[src/rtl/adc_if_pkg.sv]
// Shared state codes, timing defaults and the per-state reset map for the
// ADC interface bring-up sequencer.
package adc_if_pkg;

    typedef enum logic [3:0] {
        RST_ALL       = 4'd0,
        IDC_HOLD      = 4'd1,
        WAIT_RDY      = 4'd2,
        REL_BUFR      = 4'd3,
        REL_IODLY_CLK = 4'd4,
        REL_IODLY_DAT = 4'd5,
        REL_ISERDES   = 4'd6,
        REL_SYNC      = 4'd7,
        DONE          = 4'd8,
        ERR           = 4'd9
    } state_t;

    localparam int T_IDC_RST_DEF = 16;
    localparam int T_STEP_DEF    = 8;
    localparam int T_RDY_TO_DEF  = 4096;
    localparam int MAX_RETRY_DEF = 3;
    localparam int CNT_W         = 13;

    // Bit order: {idelayctrl, bufr, iodelay_clk, iodelay_dat, iserdes, data_sync}.
    // Each release state keeps everything released by the states before it low.
    function automatic logic [5:0] rst_for_state(input state_t s);
        logic [5:0] r;
        r = 6'b111111;
        case (s)
            WAIT_RDY:      r = 6'b011111;
            REL_BUFR:      r = 6'b001111;
            REL_IODLY_CLK: r = 6'b000111;
            REL_IODLY_DAT: r = 6'b000011;
            REL_ISERDES:   r = 6'b000001;
            REL_SYNC:      r = 6'b000000;
            DONE:          r = 6'b000000;
            default:       r = 6'b111111;
        endcase
        return r;
    endfunction

endpackage

[src/rtl/sync_2ff.sv]
// Two-flop synchroniser for a single asynchronous level into the clk domain.
module sync_2ff (
    input  logic clk,
    input  logic arst,
    input  logic d,
    output logic q
);

    logic meta;

    always_ff @(posedge clk or posedge arst) begin
        if (arst) begin
            meta <= 1'b0;
            q    <= 1'b0;
        end else begin
            meta <= d;
            q    <= meta;
        end
    end

endmodule

[src/rtl/adc_if_init_seq.sv]
// ADC interface bring-up sequencer: holds IDELAYCTRL in reset, waits for ready,
// then releases BUFR/IODELAY/ISERDES/CDC resets in order with retry and error handling.
module adc_if_init_seq
    import adc_if_pkg::*;
#(
    parameter int T_IDC_RST = T_IDC_RST_DEF,
    parameter int T_STEP    = T_STEP_DEF,
    parameter int T_RDY_TO  = T_RDY_TO_DEF,
    parameter int MAX_RETRY = MAX_RETRY_DEF
) (
    input  logic       clk,
    input  logic       arst,
    input  logic       restart,
    input  logic       idelayctrl_rdy,
    output logic       rst_idelayctrl,
    output logic       rst_bufr,
    output logic       rst_iodelay_clk,
    output logic       rst_iodelay_dat,
    output logic       rst_iserdes,
    output logic       rst_data_sync,
    output logic       if_ready,
    output logic       if_error,
    output logic [3:0] state_o,
    output logic [1:0] retry_cnt
);

    localparam logic [CNT_W-1:0] IDC_LAST  = CNT_W'(T_IDC_RST - 1);
    localparam logic [CNT_W-1:0] STEP_LAST = CNT_W'(T_STEP - 1);
    localparam logic [CNT_W-1:0] RDY_LAST  = CNT_W'(T_RDY_TO - 1);

    state_t           state, nxt;
    logic [CNT_W-1:0] cnt;
    logic [1:0]       retry_nxt;
    logic [5:0]       rst_vec;
    logic             rdy_s;
    logic             started;

    sync_2ff u_rdy_sync (
        .clk  (clk),
        .arst (arst),
        .d    (idelayctrl_rdy),
        .q    (rdy_s)
    );

    always_comb begin
        nxt       = state;
        retry_nxt = retry_cnt;
        if (restart) begin
            nxt       = RST_ALL;
            retry_nxt = 2'd0;
        end else begin
            case (state)
                // The first edge after arst release is spent in RST_ALL itself.
                RST_ALL:  if (started) nxt = IDC_HOLD;
                IDC_HOLD: if (cnt == IDC_LAST) nxt = WAIT_RDY;
                WAIT_RDY: begin
                    if (rdy_s) begin
                        nxt = REL_BUFR;
                    end else if (cnt == RDY_LAST) begin
                        retry_nxt = (retry_cnt == 2'b11) ? retry_cnt : retry_cnt + 2'd1;
                        nxt       = (int'(retry_cnt) + 1 < MAX_RETRY) ? IDC_HOLD : ERR;
                    end
                end
                REL_BUFR:      nxt = !rdy_s ? RST_ALL : (cnt == STEP_LAST) ? REL_IODLY_CLK : state;
                REL_IODLY_CLK: nxt = !rdy_s ? RST_ALL : (cnt == STEP_LAST) ? REL_IODLY_DAT : state;
                REL_IODLY_DAT: nxt = !rdy_s ? RST_ALL : (cnt == STEP_LAST) ? REL_ISERDES   : state;
                REL_ISERDES:   nxt = !rdy_s ? RST_ALL : (cnt == STEP_LAST) ? REL_SYNC      : state;
                REL_SYNC:      nxt = !rdy_s ? RST_ALL : (cnt == STEP_LAST) ? DONE          : state;
                DONE:          if (!rdy_s) nxt = RST_ALL;
                ERR:           nxt = ERR;
                default:       nxt = RST_ALL;
            endcase
        end
    end

    // Outputs are decoded from the next state so they change on the same edge as state_o.
    always_ff @(posedge clk or posedge arst) begin
        if (arst) begin
            state     <= RST_ALL;
            started   <= 1'b0;
            retry_cnt <= 2'd0;
            rst_vec   <= 6'b111111;
            if_ready  <= 1'b0;
            if_error  <= 1'b0;
        end else begin
            state     <= nxt;
            started   <= 1'b1;
            retry_cnt <= retry_nxt;
            rst_vec   <= rst_for_state(nxt);
            if_ready  <= (nxt == DONE);
            if_error  <= (nxt == ERR);
        end
    end

    // Dwell counter restarts on every transition (including a restart into RST_ALL) and saturates.
    always_ff @(posedge clk or posedge arst) begin
        if (arst) begin
            cnt <= '0;
        end else if (restart || (nxt != state)) begin
            cnt <= '0;
        end else if (cnt != {CNT_W{1'b1}}) begin
            cnt <= cnt + 1'b1;
        end
    end

    assign rst_idelayctrl  = rst_vec[5];
    assign rst_bufr        = rst_vec[4];
    assign rst_iodelay_clk = rst_vec[3];
    assign rst_iodelay_dat = rst_vec[2];
    assign rst_iserdes     = rst_vec[1];
    assign rst_data_sync   = rst_vec[0];
    assign state_o         = state;

endmodule

[config.mk]
export PLATFORM = sky130hd
export DESIGN_NAME = adc_if_init_seq
export DESIGN_NICKNAME = d
export VERILOG_FILES = /design/src/rtl/adc_if_pkg.sv /design/src/rtl/sync_2ff.sv /design/src/rtl/adc_if_init_seq.sv
export SDC_FILE = /design/constraint.sdc
export NUM_CORES = 1
export LEC_CHECK = 0
export ABC_AREA = 1
export CORE_MARGIN = 4
export CORE_UTILIZATION = 53
export DETAILED_ROUTE_END_ITERATION = 10
export PLACE_DENSITY = 0.86
export SLEW_MARGIN = 20
export SYNTH_ARGS = -nofsm -noshare
export SYNTH_HDL_FRONTEND = slang
export SYNTH_HIERARCHICAL = 1
export SYNTH_SLANG_ARGS = --single-unit
export TNS_END_PERCENT = 1
[constraint.sdc]
create_clock -name clk -period 4.9 [get_ports clk]
set_input_delay 0.98 -clock clk [delete_from_list [all_inputs] [get_ports clk]]
set_output_delay 0.98 -clock clk [all_outputs]
set_load 0.05 [all_outputs]
After elaboration in Yosys (flattened, before gate mapping)
Cells that the tools add are included.
- register bits: 30
- input bits: 4
- output and inout bits: 14
- word-level logic and storage cells: 71
- add/subtract/negate cells: 3
- $lt $le $gt $ge: 1
- equal/unequal tests: 25
- muxes and demuxes: 26
- reductions and logical operators: 7
- operator list (cell ; number):
    two-way mux 4 bit ; 17
    case mux 4 bit (10 select lines) ; 1
    case mux 6 bit (6 select lines) ; 1
    == test 4 x 3 -> 1 bit, second input constant ; 8
    two-way mux 13 bit ; 2
    == test 4 x 2 -> 1 bit, second input constant ; 4
    == test 4 bit, second input constant ; 4
    adder 13 x 1 -> 13 bit, second input constant ; 1
    == test 13 x 12 -> 1 bit, second input constant ; 1
    == test 13 x 3 -> 1 bit, second input constant ; 1
    == test 13 x 4 -> 1 bit, second input constant ; 1
    != test 13 bit, second input constant ; 1
    two-way mux 2 bit ; 5
    nonzero test 2 bit ; 3
    == test 4 x 1 -> 1 bit, second input constant ; 1
    zero test 4 bit ; 1
    != test 2 bit, second input constant ; 2
    != test 4 bit ; 1
    AND reduction 4 bit ; 1
    adder 2 x 1 -> 3 bit, second input constant ; 1
    less-than comparator 3 x 2 -> 1 bit, second input constant ; 1
    adder 2 x 1 -> 2 bit, second input constant ; 1
    == test 2 bit, second input constant ; 1
    OR reduction 2 bit ; 1
    logical OR 1 bit ; 1

Longest topological paths before layout
- depth after elaboration: 10
- gate-level depth with buffers: 16
- gate-level depth less buffers: 15

Modules after synthesis
Netlist, hierarchy kept.
- modules (own cells, without submodules) (module ; instances ; cells an instance ; area an instance (sq um) ; seq. area each (sq um)):
    adc_if_init_seq ; 1 ; 222 ; 1676.6 ; 708.2
    sync_2ff ; 1 ; 3 ; 53.8 ; 50.0

Worst setup path before layout
OpenSTA, ideal clock, no wires.
- kind: reg2reg
- start point: register state[3], in the netlist state_o[3]
- end point: register cnt[11]
- library setup time: 0.122 ns
- arrival: 1.896 ns
- required time: 4.778 ns
- setup slack: 2.882 ns
- stages on the path, launching flop included: 13
- buffers on the path: 1
- period minus slack after synthesis: 2.018 ns
- path through: dfrtp_1 > inv_1 > nand2_2 > nor3_1 > a21oi_1 > nand3_2 > nand2_2 > nand2_1 > nand2_1 > nor2_2 > nand2_2 > buf_6 > nor2_2
- cells in the longest elaborated chain, start to end: 7
- elaborated cells between the ends (all ways): 31
- classes of those cells: eq/ne: 10; mux: 18; reduce/logical: 3
- ends and longest elaborated chain (what ; line ; source):
    start: declaration ; adc_if_init_seq.sv:31 ; state_t state, nxt;
    start signal: assignment ; adc_if_init_seq.sv:86 ; state <= nxt;
    two-way mux 4 bit, or another cell as far along (2 in series) ; adc_if_init_seq.sv:68 ; REL_SYNC: nxt = !rdy_s ? RST_ALL : (cnt == STEP_LAST) ? DONE : state;
    case mux 4 bit (10 select lines) ; adc_if_init_seq.sv:52 ; case (state)
    two-way mux 4 bit ; adc_if_init_seq.sv:48 ; if (restart) begin
    != test 4 bit (*) ; adc_if_init_seq.sv:99 ; end else if (restart || (nxt != state)) begin
    logical OR 1 bit (*) ; adc_if_init_seq.sv:99 ;
    two-way mux 13 bit / nonzero test 2 bit (equally long branches) ; n/a ;
    end signal: assignment ; adc_if_init_seq.sv:102 ; cnt <= cnt + 1'b1;
    end: declaration ; adc_if_init_seq.sv:32 ; logic [CNT_W-1:0] cnt;
Every way passes the cells marked *; elsewhere a longest branch is shown, timed or not.
A chain may end at the register's enable or synchronous reset.

Worst setup path after layout
- start point: register state[3], in the netlist state_o[3]
- end point: output state_o[3]
- RTL lines (what ; line ; source):
    end: declaration ; adc_if_init_seq.sv:23 ; output logic [3:0] state_o,
No word-level cell between the ends.

==> metrics.md <==
| Metric | Value |
|---|---|
| Number of global-route vias before repair | 1347 |
| Hold path cells | 0 |
| Pwr Density | 257.5 nW/um^2 |
| Antenna cell count | 0 |
| Reg clk slew, reported paths | 0.11 ns |
| Core Footprint | 3078 um^2 |
| Initial antenna violation count | 0 |
| Top layer in use | met4 |
| Post-Syn Area | 1730 um^2 |
| RSZ-0062 raised after global routing | false |
| Routed wl met3 | 165 um |
| Most common cell in the netlist | nand2_1 |
| Max VDD drop | 0.2119 mV |
| Clock skew | 0.008415 ns |
| Worst Max-Slew Pin Slew | 0.5866 ns |
| Main area contributors after synthesis | dfrtp_1 (35%), nand2_1 (10%), dfstp_2 (9.1%), inv_1 (7.4%), nand3_1 (5.2%) |
| Slowest cell on the critical path | clkdlybuf4s50_1 |
| Synth-to-layout area growth | 17.14% |
| Endpoints failing hold | 0 |
| Die footprint | 4243 um^2 |
| EDFF count, synth | 0 |
| Tmin final | 2.700 ns |
| Status | finished clean |
| Global Route Usage Sum | 17.90% |
| Seq cells post-synth | 30 |
| Setup bufs post-CTS | 0 |
| Vias post-DR | 1484 |
| Post-route ant nets | 0 |
| Row Count | 20 |
| Max stage delay on crit path | 0.87 ns |
| Met1 WL | 1643 um |
| Pre-Repair DR Iteration Count | 4 |
| Crit path launch type | register |
| IO buf count | 17 |
| Post-place setup slack | 2.216 ns |
| Syn Inst Count | 225 |
| Yosys warns | 6 |
| GRT overflow | 0 |
| Root Buffer | clkbuf_4 |
| Synth area leader | dfrtp_1 |
| WP data required | 3.92 ns |
| Routed WL | 3420 um |
| Worst hold path class | register to register |
| Leakage | 0.0009453 uW |
| Most used DFF post-synth | dfrtp_1 |
| Post-CTS resize count | 0 |
| Die width | 65.14 um |
| Starting DRT DRC Count | 113 |
| Design area | 2027 um^2 |
| Wire length on met2 | 1561 um |
| # placed instances | 285 |
| Die Ht | 65.14 um |
| CTS tree | built |
| DR WL/cell | 11.67 um |
| Detail Placement HPWL | 2495 um |
| Rel. slew slack | 60.84% |
| Setup WS post-layout | 2.200 ns |
| Setup_tns | 0 ns |
| Placed inst area | 1944 um^2 |
| Bufs and invs on worst path | 1 |
| Critical setup path kind | register to primary output |
| Levels on crit path | 1 |
| Peak Freq | 370.3 MHz |
| Finished Layout Cells | 293 |
| Final setup violating endpoints | 0 |
| Later-pin clock latency in the skew report | 0.34 ns |
| WP data arrival | 1.72 ns |
| Top cell type's share of synthesized area | 34.71% |
| Layout Nets | 255 |
| Slew Viols, Final | 0 |
| Crit-path cells | clkdlybuf4s50_1 |
| Clk buf depth | 2 |
| Asr flop ratio synth | 100.0% |
| Syn avg cell area | 7.691 um^2 |
| Post-synth top cells | nand2_1 (47), inv_1 (34), dfrtp_1 (24) |
| Largest net degree at the start of global routing | 29 |
| Period utilization | 55.11% |
| Total CTS buffers | 5 |
| Reg2Reg Depth | 12 |
| Gpl congestion | 0.9005 |
| Crit. End Element | primary output |
| Number of hold-repair buffers added at the cts stage | 0 |
| DR vias/cell | 5.065 |
| Global-route wire length before repair | 5837 um |
| DRC | 0 |
| Layout cell share with drive strength beyond 1 | 19.28% |
| # clock sinks | 30 |
| # Max-Cap Violations | 0 |
| Syn_nets | 232 |
| Initial Util | 56.22% |
| Post-synthesis sequential area ratio | 43.82% |
| Ports | 18 |
| Post-synthesis cell type count | 25 |
| CTS H-tree lvls | 2 |
| Top delay family on crit path | buffers and inverters |
| CP Max Fanout | 8 |
## power breakdown
group / leakage [uW] / internal, uW / total [uW] / switching, uW
registers: 0.000389 / 255 / 260 / 4.94
logic: 0.000519 / 18.0 / 60.9 / 42.9
clock network: 0.0000374 / 107 / 201 / 93.9
total: 0.000945 / 380 / 522 / 142
## sequential cells by signal (all words and copies together), names as in the netlist
signal / count
cnt: 13
if_error: 1
if_ready: 1
retry_cnt: 2
rst_vec: 6
started: 1
state_o: 4
u_rdy_sync/meta: 1
u_rdy_sync/q: 1
## per-layer routing
metal,vias up,global-route usage (%)
met2,39,28.86
met4,0,6.218
met5,-,0
met1,684,23.31
li1,754,-
met3,7,4.786
## cells by family after synthesis
logic type	after synthesis	share of synthesized area, %
other	1	0.2167
adder cells (fa/ha/maj)	3	2.169
XOR/XNOR	3	1.519
flip-flops	30	43.82
AND/OR/NAND/NOR	122	35.07
buffers and inverters	40	9.110
AO/OA/AOI/OAI	26	8.098
## through the flow
step,power (uW),util (%),hold WS (ns)
global route,546.5,65.85,0.3843
finish,522.0,65.85,0.3712
floorplan,310.5,-,0.3312
global placement,324.7,63.17,0.3413
CTS,527.1,65.85,0.3781
detailed placement,325.6,63.17,0.3457
## cell type report
cell class / count / area [um^2]
Multi-Input combinational cell: 155 / 814.5
Tap cell: 44 / 55.05
Timing Repair Buffer: 17 / 170.2
Clock buffer: 5 / 37.54
Inverter: 39 / 146.4
Sequential cell: 30 / 758.2
Clock inverter: 3 / 45.04
Fill cell: 268 / 1051
## path summary, 6_finish.rpt
| check | slack, ns | startpoint | endpoint |
|---|---|---|---|
| worst max-delay path | 2.20 | state_o[3] | state_o[3] |
| worst min-delay path | 0.37 | u_rdy_sync/meta | u_rdy_sync/q |
| worst max register to register | 2.75 | cnt[0] | cnt[2] |
| worst min register to register | 0.37 | u_rdy_sync/meta | u_rdy_sync/q |
| max in group asynchronous | 3.47 | arst | if_error |
| min in group asynchronous | 0.83 | arst | u_rdy_sync/q |
## cells in the final DEF (no fill, tap or decap), types with 4 or more instances in the layout
master           count
nand2_1             47
inv_1               33
dfrtp_1             24
nand3_1             18
nor2_1              18
clkdlybuf4s50_1     17
o21ai_0             15
nor2_2              13
nand2_2              7
a21oi_1              7
nor3_1               6
dfstp_2              6
inv_2                5
clkbuf_4             5
nand3_2              4
Power figures use the tool's default switching activity.
